[src/rtl/bias_relu_stage_pkg.sv]
// Shared widths, lane types and the rescale/saturate/ReLU helper for the
// layer-0 bias + activation stage.
package nn_pkg;

    localparam int LANES      = 16;
    localparam int ACC_W      = 32;
    localparam int BIAS_W     = 16;
    localparam int OUT_W      = 16;
    localparam int WORD_LANES = 8;

    typedef logic signed [ACC_W-1:0]  acc_t;
    typedef logic signed [BIAS_W-1:0] bias_t;
    typedef logic signed [OUT_W-1:0]  act_t;
    typedef logic signed [ACC_W:0]    sum_t;

    localparam sum_t SAT_HI = {{(ACC_W + 2 - OUT_W){1'b0}}, {(OUT_W - 1){1'b1}}};
    localparam sum_t SAT_LO = {{(ACC_W + 2 - OUT_W){1'b1}}, {(OUT_W - 1){1'b0}}};

    // Arithmetic shift floors toward -inf, then clamp into the activation range.
    function automatic act_t sat_relu(input sum_t s, input int unsigned shift, input logic relu);
        sum_t r;
        act_t res;
        r = s >>> shift;
        if (relu && r[ACC_W]) begin
            res = '0;
        end else if (r > SAT_HI) begin
            res = {1'b0, {(OUT_W - 1){1'b1}}};
        end else if (r < SAT_LO) begin
            res = {1'b1, {(OUT_W - 1){1'b0}}};
        end else begin
            res = r[OUT_W-1:0];
        end
        return res;
    endfunction

endpackage

[src/rtl/bias_relu_stage_if.sv]
// Valid/ready stream bundles: accumulator beats in, activation beats out.
interface bias_relu_in_if;
    import nn_pkg::*;

    logic                   valid;
    logic                   ready;
    logic [LANES*ACC_W-1:0] acc;
    logic                   last;

    modport master (output valid, acc, last, input ready);
    modport slave  (input valid, acc, last, output ready);
endinterface

interface bias_relu_out_if;
    import nn_pkg::*;

    logic                   valid;
    logic                   ready;
    logic [LANES*OUT_W-1:0] data;
    logic [LANES-1:0]       mask;
    logic                   last;

    modport master (output valid, data, mask, last, input ready);
    modport slave  (input valid, data, mask, last, output ready);
endinterface

[src/rtl/bias_relu_stage_lane.sv]
// One lane of the stage: align the bias, add, rescale, saturate, optional ReLU.
module bias_lane_alu
    import nn_pkg::*;
#(
    parameter int BIAS_SHIFT = 8,
    parameter int OUT_SHIFT  = 8,
    parameter int RELU       = 1
) (
    input  acc_t  acc_i,
    input  bias_t bias_i,
    output act_t  act_o
);
    sum_t bias_ext_s;
    sum_t bias_sh_s;
    sum_t acc_ext_s;
    sum_t sum_s;

    // One guard bit above ACC_W keeps the add free of overflow.
    assign bias_ext_s = {{(ACC_W + 1 - BIAS_W){bias_i[BIAS_W-1]}}, bias_i};
    assign bias_sh_s  = bias_ext_s <<< BIAS_SHIFT;
    assign acc_ext_s  = {acc_i[ACC_W-1], acc_i};
    assign sum_s      = acc_ext_s + bias_sh_s;
    assign act_o      = sat_relu(sum_s, OUT_SHIFT, RELU != 0);

endmodule

[src/rtl/bias_relu_stage.sv]
// Two-stage bias + activation pipeline between the MAC array and the next
// layer; fetches two packed bias ROM words per 16-lane beat.
module bias_relu_stage
    import nn_pkg::*;
#(
    parameter int ADDR_WIDTH  = 4,
    parameter int NUM_NEURONS = 122,
    parameter int BIAS_SHIFT  = 8,
    parameter int OUT_SHIFT   = 8,
    parameter int RELU        = 1
) (
    input  logic                         clk,
    input  logic                         rst_n,
    bias_relu_in_if.slave                in_s,
    output logic [ADDR_WIDTH-1:0]        mem_addr_a,
    output logic [ADDR_WIDTH-1:0]        mem_addr_b,
    input  logic [WORD_LANES*BIAS_W-1:0] mem_q_a,
    input  logic [WORD_LANES*BIAS_W-1:0] mem_q_b,
    bias_relu_out_if.master              out_m,
    output logic                         frame_err
);
    localparam int BEATS  = (NUM_NEURONS + LANES - 1) / LANES;
    localparam int BEAT_W = ADDR_WIDTH - 1;
    localparam logic [BEAT_W-1:0] LAST_BEAT = BEAT_W'(BEATS - 1);

    logic [BEAT_W-1:0]      beat_q, beat_d, s1_beat_q, s1_beat_d, addr_beat_s;
    logic                   s1_valid_q, s1_valid_d, out_valid_q, out_valid_d;
    logic                   out_last_q, out_last_d, frame_err_q, frame_err_d;
    logic [LANES*ACC_W-1:0] s1_acc_q, s1_acc_d;
    logic [LANES*OUT_W-1:0] out_data_q, out_data_d, lane_data_s;
    logic [LANES-1:0]       out_mask_q, out_mask_d, lane_mask_s;
    logic                   s2_en_s, s1_adv_s, in_ready_s, in_hs_s, at_end_s;
    act_t                   lane_act_s [LANES];

    for (genvar i = 0; i < LANES; i++) begin : g_lane
        bias_t bias_s;
        if (i < WORD_LANES) begin : g_port_a
            assign bias_s = mem_q_a[(WORD_LANES-1-i)*BIAS_W +: BIAS_W];
        end else begin : g_port_b
            assign bias_s = mem_q_b[(2*WORD_LANES-1-i)*BIAS_W +: BIAS_W];
        end
        bias_lane_alu #(
            .BIAS_SHIFT (BIAS_SHIFT),
            .OUT_SHIFT  (OUT_SHIFT),
            .RELU       (RELU)
        ) u_alu (
            .acc_i  (s1_acc_q[(LANES-1-i)*ACC_W +: ACC_W]),
            .bias_i (bias_s),
            .act_o  (lane_act_s[i])
        );
    end

    // Pack lane results; lanes beyond the last real neuron read as zero.
    always_comb begin
        lane_data_s = '0;
        lane_mask_s = '0;
        for (int i = 0; i < LANES; i++) begin
            if ((int'(s1_beat_q) * LANES + i) < NUM_NEURONS) begin
                lane_data_s[(LANES-1-i)*OUT_W +: OUT_W] = lane_act_s[i];
                lane_mask_s[LANES-1-i]                  = 1'b1;
            end else begin
                lane_data_s[(LANES-1-i)*OUT_W +: OUT_W] = '0;
                lane_mask_s[LANES-1-i]                  = 1'b0;
            end
        end
    end

    // Handshakes, frame counter, ROM address mux and next-state for both stages.
    always_comb begin
        s2_en_s    = !out_valid_q || out_m.ready;
        s1_adv_s   = s1_valid_q && s2_en_s;
        in_ready_s = !s1_valid_q || s2_en_s;
        in_hs_s    = in_s.valid && in_ready_s;
        at_end_s   = (beat_q == LAST_BEAT);

        beat_d      = beat_q;
        frame_err_d = 1'b0;
        if (in_hs_s) begin
            frame_err_d = (in_s.last != at_end_s);
            if (in_s.last || at_end_s) begin
                beat_d = '0;
            end else begin
                beat_d = beat_q + BEAT_W'(1);
            end
        end else begin
            beat_d = beat_q;
        end

        // A stalled stage 1 keeps re-reading its own words so mem_q_* stays valid.
        if (s1_valid_q && !s1_adv_s) begin
            addr_beat_s = s1_beat_q;
        end else begin
            addr_beat_s = beat_q;
        end

        if (in_ready_s) begin
            s1_valid_d = in_s.valid;
        end else begin
            s1_valid_d = s1_valid_q;
        end
        if (in_hs_s) begin
            s1_acc_d  = in_s.acc;
            s1_beat_d = beat_q;
        end else begin
            s1_acc_d  = s1_acc_q;
            s1_beat_d = s1_beat_q;
        end

        out_valid_d = out_valid_q;
        out_data_d  = out_data_q;
        out_mask_d  = out_mask_q;
        out_last_d  = out_last_q;
        if (s2_en_s) begin
            out_valid_d = s1_valid_q;
            if (s1_valid_q) begin
                out_data_d = lane_data_s;
                out_mask_d = lane_mask_s;
                out_last_d = (s1_beat_q == LAST_BEAT);
            end else begin
                out_data_d = out_data_q;
                out_mask_d = out_mask_q;
                out_last_d = out_last_q;
            end
        end else begin
            out_valid_d = out_valid_q;
        end
    end

    // Pipeline, frame counter and output registers.
    always_ff @(posedge clk or negedge rst_n) begin
        if (!rst_n) begin
            beat_q      <= '0;
            s1_valid_q  <= 1'b0;
            s1_acc_q    <= '0;
            s1_beat_q   <= '0;
            out_valid_q <= 1'b0;
            out_data_q  <= '0;
            out_mask_q  <= '0;
            out_last_q  <= 1'b0;
            frame_err_q <= 1'b0;
        end else begin
            beat_q      <= beat_d;
            s1_valid_q  <= s1_valid_d;
            s1_acc_q    <= s1_acc_d;
            s1_beat_q   <= s1_beat_d;
            out_valid_q <= out_valid_d;
            out_data_q  <= out_data_d;
            out_mask_q  <= out_mask_d;
            out_last_q  <= out_last_d;
            frame_err_q <= frame_err_d;
        end
    end

    assign in_s.ready  = in_ready_s;
    assign mem_addr_a  = {addr_beat_s, 1'b0};
    assign mem_addr_b  = {addr_beat_s, 1'b1};
    assign out_m.valid = out_valid_q;
    assign out_m.data  = out_data_q;
    assign out_m.mask  = out_mask_q;
    assign out_m.last  = out_last_q;
    assign frame_err   = frame_err_q;

endmodule

[src/flat_wrapper.sv]
// flat-port wrapper written by rule: the top's interface ports become plain ports
module bias_relu_stage_flat import nn_pkg::*;
#(
    parameter int ADDR_WIDTH  = 4,
    parameter int NUM_NEURONS = 122,
    parameter int BIAS_SHIFT  = 8,
    parameter int OUT_SHIFT   = 8,
    parameter int RELU        = 1
)
  (clk, rst_n, mem_addr_a, mem_addr_b, mem_q_a, mem_q_b, frame_err, in_s_valid, in_s_acc, in_s_last, in_s_ready, out_m_valid, out_m_data, out_m_mask, out_m_last, out_m_ready);
  bias_relu_in_if in_s_i ();
  bias_relu_out_if out_m_i ();
  input  logic clk;
  input  logic rst_n;
  output logic [ADDR_WIDTH-1:0] mem_addr_a;
  output logic [ADDR_WIDTH-1:0] mem_addr_b;
  input  logic [WORD_LANES*BIAS_W-1:0] mem_q_a;
  input  logic [WORD_LANES*BIAS_W-1:0] mem_q_b;
  output logic frame_err;
  input wire logic [$bits(in_s_i.valid)-1:0] in_s_valid;
  input wire logic [$bits(in_s_i.acc)-1:0] in_s_acc;
  input wire logic [$bits(in_s_i.last)-1:0] in_s_last;
  output wire logic [$bits(in_s_i.ready)-1:0] in_s_ready;
  output wire logic [$bits(out_m_i.valid)-1:0] out_m_valid;
  output wire logic [$bits(out_m_i.data)-1:0] out_m_data;
  output wire logic [$bits(out_m_i.mask)-1:0] out_m_mask;
  output wire logic [$bits(out_m_i.last)-1:0] out_m_last;
  input wire logic [$bits(out_m_i.ready)-1:0] out_m_ready;
  assign in_s_i.valid = in_s_valid;
  assign in_s_i.acc = in_s_acc;
  assign in_s_i.last = in_s_last;
  assign in_s_ready = in_s_i.ready;
  assign out_m_valid = out_m_i.valid;
  assign out_m_data = out_m_i.data;
  assign out_m_mask = out_m_i.mask;
  assign out_m_last = out_m_i.last;
  assign out_m_i.ready = out_m_ready;
  bias_relu_stage #(.ADDR_WIDTH(ADDR_WIDTH), .NUM_NEURONS(NUM_NEURONS), .BIAS_SHIFT(BIAS_SHIFT), .OUT_SHIFT(OUT_SHIFT), .RELU(RELU)) u_core (.clk(clk), .rst_n(rst_n), .in_s(in_s_i), .mem_addr_a(mem_addr_a), .mem_addr_b(mem_addr_b), .mem_q_a(mem_q_a), .mem_q_b(mem_q_b), .out_m(out_m_i), .frame_err(frame_err));
endmodule
[config.mk]
export PLATFORM = sky130hd
export DESIGN_NAME = bias_relu_stage_flat
export DESIGN_NICKNAME = d
export VERILOG_FILES = /design/src/rtl/bias_relu_stage_pkg.sv /design/src/rtl/bias_relu_stage_if.sv /design/src/rtl/bias_relu_stage_lane.sv /design/src/rtl/bias_relu_stage.sv /design/src/flat_wrapper.sv
export SDC_FILE = /design/constraint.sdc
export NUM_CORES = 2
export LEC_CHECK = 0
export BUFFER_PORTS_ARGS = -buffer_cell sky130_fd_sc_hd__buf_2
export CORE_AREA = 2 2 415 417
export DETAILED_ROUTE_END_ITERATION = 16
export DIE_AREA = 0 0 417 419
export GPL_TIMING_DRIVEN = 0
export PLACE_DENSITY = 0.54
export SLEW_MARGIN = 20
export SYNTH_ARGS = -nofsm -noshare
export SYNTH_HDL_FRONTEND = slang
export SYNTH_HIERARCHICAL = 1
export SYNTH_SLANG_ARGS = --single-unit
export TNS_END_PERCENT = 1
[constraint.sdc]
create_clock -name clk -period 4.98 [get_ports clk]
set_input_delay 0.498 -clock clk [delete_from_list [all_inputs] [get_ports clk]]
set_output_delay 0.498 -clock clk [all_outputs]
set_load 0.05 [all_outputs]
=== Word-level counts from Yosys, hierarchy flattened ===
Index checks and enable logic that the tools add are counted.
Widths: inputs -> output; s select.

* Input port bits: 773
* Register bits after elaboration: 794
* Output and inout port bits: 284

* Reductions and logical operators: 10
* $add $sub $neg: 32
* Magnitude comparators: 48
* Multiplexer cells: 83
* Eq/ne operators: 3

{| class="wikitable"
|+ Operators with widths
! kind !! count
|-
| $mux 16 || 64
|-
| $add 32x24->33 || 16
|-
| $lt 32x8->1 const B || 15
|-
| $gt 25x16->1 const B || 16
|-
| $lt 25x16->1 const B || 16
|-
| $add 7x4->8 const B || 8
|-
| $add 7x3->8 const B || 4
|-
| $mux 1 || 17
|-
| $add 7x2->8 const B || 2
|-
| $add 7x1->8 const B || 1
|-
| $lt 7x7->1 const B || 1
|-
| $eq 3x3->1 const B || 2
|-
| $mux 3 || 2
|-
| $add 3x1->3 const B || 1
|-
| $logic_and 1x1->1 || 3
|-
| $logic_not 1->1 || 3
|-
| $logic_or 1x1->1 || 3
|-
| $reduce_and 2->1 || 1
|-
| $ne 1x1->1 || 1
|}

=== Depth between registers and ports, before layout ===
* Depth in word-level cells: 6
* Depth in mapped cells: 12
* Gate-level depth less buffers: 11

=== Cells and area by module ===
Netlist, hierarchy kept.

{| class="wikitable"
|+ Modules (own cells, without submodules)
! module !! seq. area each (um2) !! area an instance (um2) !! cells an instance !! times used
|-
| bias_relu_stage || 19518.7 || 29368.2 || 1697 || 1
|-
| bias_lane_alu at u_core.g_lane[11].u_alu ... || 0.0 || 1477.7 || 200 || 10
|-
| bias_lane_alu at u_core.g_lane[0].u_alu ... || 0.0 || 1580.3 || 226 || 4
|-
| bias_lane_alu at u_core.g_lane[10].u_alu ... || 0.0 || 1473.9 || 199 || 2
|}

=== Least setup slack after synthesis ===
No wires, ideal clock.

* Kind: in2reg
* Start point: input port mem_q_a[96]
* End point: register u_core.out_data_q[229] (netlist: u_core/out_m.data[229])
* Required time: 4.855 ns
* Cell stages on the path: 11
* Slack: 1.794 ns
* Buffers on the path: 1
* Setup time: 0.125 ns
* Data arrival time: 3.061 ns
* Cells stage by stage: ha_1 > fa_1 > a211oi_1 > o211ai_1 > a21oi_2 > o21ai_0 > o311a_1 > o22ai_1 > clkbuf_1 > a41oi_1 > mux2_2

{| class="wikitable"
|+ RTL lines
! item !! line !! RTL
|-
| start, declared || flat_wrapper.sv:17 || <nowiki>input logic [WORD_LANES*BIAS_W-1:0] mem_q_a;</nowiki>
|-
| end signal, assigned || bias_relu_stage.sv:147 || <nowiki>out_data_q <= out_data_d;</nowiki>
|-
| end, declared || bias_relu_stage.sv:30 || <nowiki>logic [LANES*OUT_W-1:0] out_data_q, out_data_d, lane_data_s;</nowiki>
|}

==> results summary <==
The gate count after technology mapping came out at 4743. The number of buffers created by CTS is 85. The worst-case headroom to the max-slew limit came out at 0.235. The clock drives between 600 and 700 sinks. The share of the cycle needed by the critical path after routing is 0.834. The multi-input combinational cell area is ~30000 sq um. The clock tree skew after final layout is about 0.027 ns. The number of nets in the layout is ~7300.

The delay of the slowest cell on the worst path came out at 0.52 ns. The slew of the pin with the lowest slew margin came out at approximately 1.1 ns. The count of antenna-violating nets left after detailed routing came out at 0. The area overhead of the layout relative to synthesis came out at 30.0%.

The area occupied by registers came out at between 15000 and 20000 sq um. The total leakage power is 27.8 nW. Setup violations remaining at the end of the flow were counted as 0. The total buffers and inverters traversed by the critical path came out at 1. The setup path with the least slack is of type flip-flop to flip-flop. The peak ir drop on the vdd network is around 0.3 mV. Summing all non-filler instances in the final layout gives an area of around 63000 sq um. The final hold violation count came to 0. The flow ran to the end, and the final reports show no timing, DRC or antenna violations. During placement, the flow inserted port buffers numbering around 900. The number of antenna violations at the first check in global routing is between 90 and 100.

The clock network fraction of design power is 0.244. The horizontal extent of the die is roughly 420 microns. The fill cell instance count of the final layout is around 17000.

The first global-routing pass estimated 269000 microns of wire. The average instance area after synthesis came out at 10.3 sq um. In this run the power spent charging and discharging nets is 12.0 mW. The launching element type of the critical path is a flip-flop. The count of boundary I/O pins came out at around 1100.

Setup repair after global routing left no endpoint under its margin. The number of buffers on the longest clock path is 3. The routed length per placed instance is approximately 21 microns. The minimum period implied by the final worst setup slack came out at just over 4 ns. The number of nets produced by synthesis came out at between 5000 and 6000. The final estimated routing congestion in global placement is roughly 0.9. The count of final max-slew check failures is 0.

The worst setup path is captured at a flip-flop. The ratio of routed vias to standard cells came out at 5.14. Setup total negative slack on the finished layout was measured at 0 ns. The row count is 152. The final standard cell utilization of the core came out at 0.371.

The area of the core is approximately 170000 sq um. The worst hold path belongs to the class input port to flip-flop. The final wirelength is between 150000 and 200000 microns.

The source-to-sink clock delay at the later pin of the worst-skew pair came out at approximately 0.71 ns. The library cell used as clock root buffer is clkbuf_16. The HPWL after detailed placement came out at ~140000 microns. The post-synthesis instance area came out at between 40000 and 50000 sq um. The H-tree was split into 3 levels. On the final layout, the worst hold slack is between 0.07 and 0.08 ns. The floorplan step defined a die boundary enclosing between 150000 and 200000 sq um. The share of power burned in registers is 0.266.

In this run the worst setup path begins at u_core/s1_acc_q[488]$_DFFE_PN0P_. The number of global-route vias before repair came out at 44300. The signal on the critical path passes through ha_1 -> fa_1 -> a211oi_1 -> o21ai_0 -> nand2_1 -> a311oi_1 -> or3_1 -> a2bb2oi_1 -> buf_2 -> a41oi_1 -> mux2_2. The net switching fraction of the power is 0.441. For this run, the total global-route usage over all layers was measured as 0.199.

The cell family contributing the most delay on the critical path is compound AO/OA/AOI/OAI gates. The worst setup slack after placement came out at between 0.7 and 0.8 ns. The worst register-to-register path begins at u_core/s1_acc_q[488]$_DFFE_PN0P_. The via count came out at 43700. Among all stages on the critical path, the largest delay is contributed by a2bb2oi_1. The largest net degree at the start of global routing is 87. For this run the aggregate overflow at the end of global routing stands at 0. The height of the die came out at approximately 420 microns.

The initial core utilization is 0.285. The power per cell area is between 400 and 500 nW/um^2. The placed instances occupy a cell area of 56400 sq um. The critical path arrival came out at around 4.7 ns.

Along the worst path, the maximum fanout reaches 10. The DRC violation count after routing is 0. TritonCTS built the clock tree. The logic gate share of total power is 0.490.

The post-layout worst setup margin came out at just over 0.8 ns. In this run, the number of DRC markers left after iteration 0 of detailed routing was 2351. The cell-internal power is 15.2 mW. In the final layout, the share of cells above drive strength 1 is 0.329. The first detailed-routing pass ran for 6 iterations. In this run the most critical hold path is launched from in_s_acc[40].

After clock tree synthesis, the clock-pin slew on the worst setup and hold paths is around 0.05 ns. The count of maximum capacitance violations came out at 0. The number of warnings printed during yosys synthesis is 6. The top achievable clock speed is roughly 240 MHz.

The data required time at the worst endpoint is roughly 5.6 ns.
cell type report:
class / instances / area share
Inverter: 160 / 0.00953
Antenna cell: 54 / 0.00214
Clock buffer: 112 / 0.0383
Timing Repair Buffer: 1315 / 0.137
Tap cell: 2233 / 0.0442
Sequential cell: 652 / 0.258
Clock inverter: 37 / 0.00821
Multi-Input combinational cell: 3646 / 0.471
Buffer: 285 / 0.0310
through the flow:
step	power, mW	std cells
floorplan	16.6	4743
global placement	20.1	7902
detailed placement	20.2	7911
CTS	27.3	8440
global route	28.8	8489
finish	27.1	8494
flip-flops by register name, summed over array words and instances, names as in the netlist:
| register | count |
|---|---|
| u_core/s1_beat_q | 3 |
| u_core/out_m.last | 1 |
| u_core/out_m.data | 256 |
| u_core/out_m.valid | 1 |
| u_core/out_m.mask | 2 |
| u_core/beat_q | 3 |
| u_core/frame_err | 1 |
| u_core/s1_valid_q | 1 |
| u_core/s1_acc_q | 384 |
path summary, 6_finish.rpt:
path                                                       to  slack, ns  cells after the start
max                        u_core/out_m.data[254]$_DFFE_PN0P_       0.83                     11
min                           u_core/s1_acc_q[40]$_DFFE_PN0P_       0.07                      2
max reg2reg                u_core/out_m.data[254]$_DFFE_PN0P_       0.83                     11
min reg2reg                 u_core/out_m.data[96]$_DFFE_PN0P_       0.50                      1
max in group asynchronous    u_core/s1_acc_q[177]$_DFFE_PN0P_       2.32                      7
min in group asynchronous    u_core/s1_acc_q[434]$_DFFE_PN0P_       0.30                      2
layout by cell type (no fill, tap or decap), drive strengths merged, types with 13 or more instances in the layout:
cell type / instances
buf: 1162
nor2: 228
xnor2: 152
nor4: 30
a21oi: 413
inv: 161
o31ai: 16
dlygate4sd3: 380
o221ai: 24
nand4: 90
nor3: 64
clkbuf: 160
a211oi: 32
a21boi: 22
nand2: 309
fa: 16
a21o: 105
mux2: 550
xor2: 148
and3: 24
o21ai: 154
a41oi: 272
o211ai: 88
a22o: 96
or3: 20
conb: 18
and4: 14
o311ai: 20
ha: 387
diode: 54
o22ai: 44
a22oi: 16
o2111ai: 14
clkinv: 18
dfrtp: 652
a31oi: 16
nand3: 61
o21a: 60
nand2b: 13
power by group through the flow:
stage | sequential (mW) | combinational [mW] | clock (mW)
after detailed placement | 7.28 | 12.9 | 0
after floorplan | 9.44 | 7.18 | 0
after global routing | 7.35 | 14.4 | 7.06
after global placement | 7.27 | 12.8 | 0
final | 7.20 | 13.3 | 6.61
after CTS | 7.21 | 13.3 | 6.87
layer usage:
layer,GRT usage,vias to the layer above,part of all wire
met4,0.101,28,0.051
li1,-,20900,-
met1,0.230,21100,0.40
met5,0,-,0.00096
met3,0.0425,361,0.056
met2,0.345,1273,0.49
timing repair:
item                                   in CTS  in global routing
hold buffers                              380                  0
setup endpoints to repair                   0                  0
endpoints found under the hold margin     425                  0
setup buffers                               0                  0
gates resized for setup                     0                  0
Power figures use the tool's default switching activity.
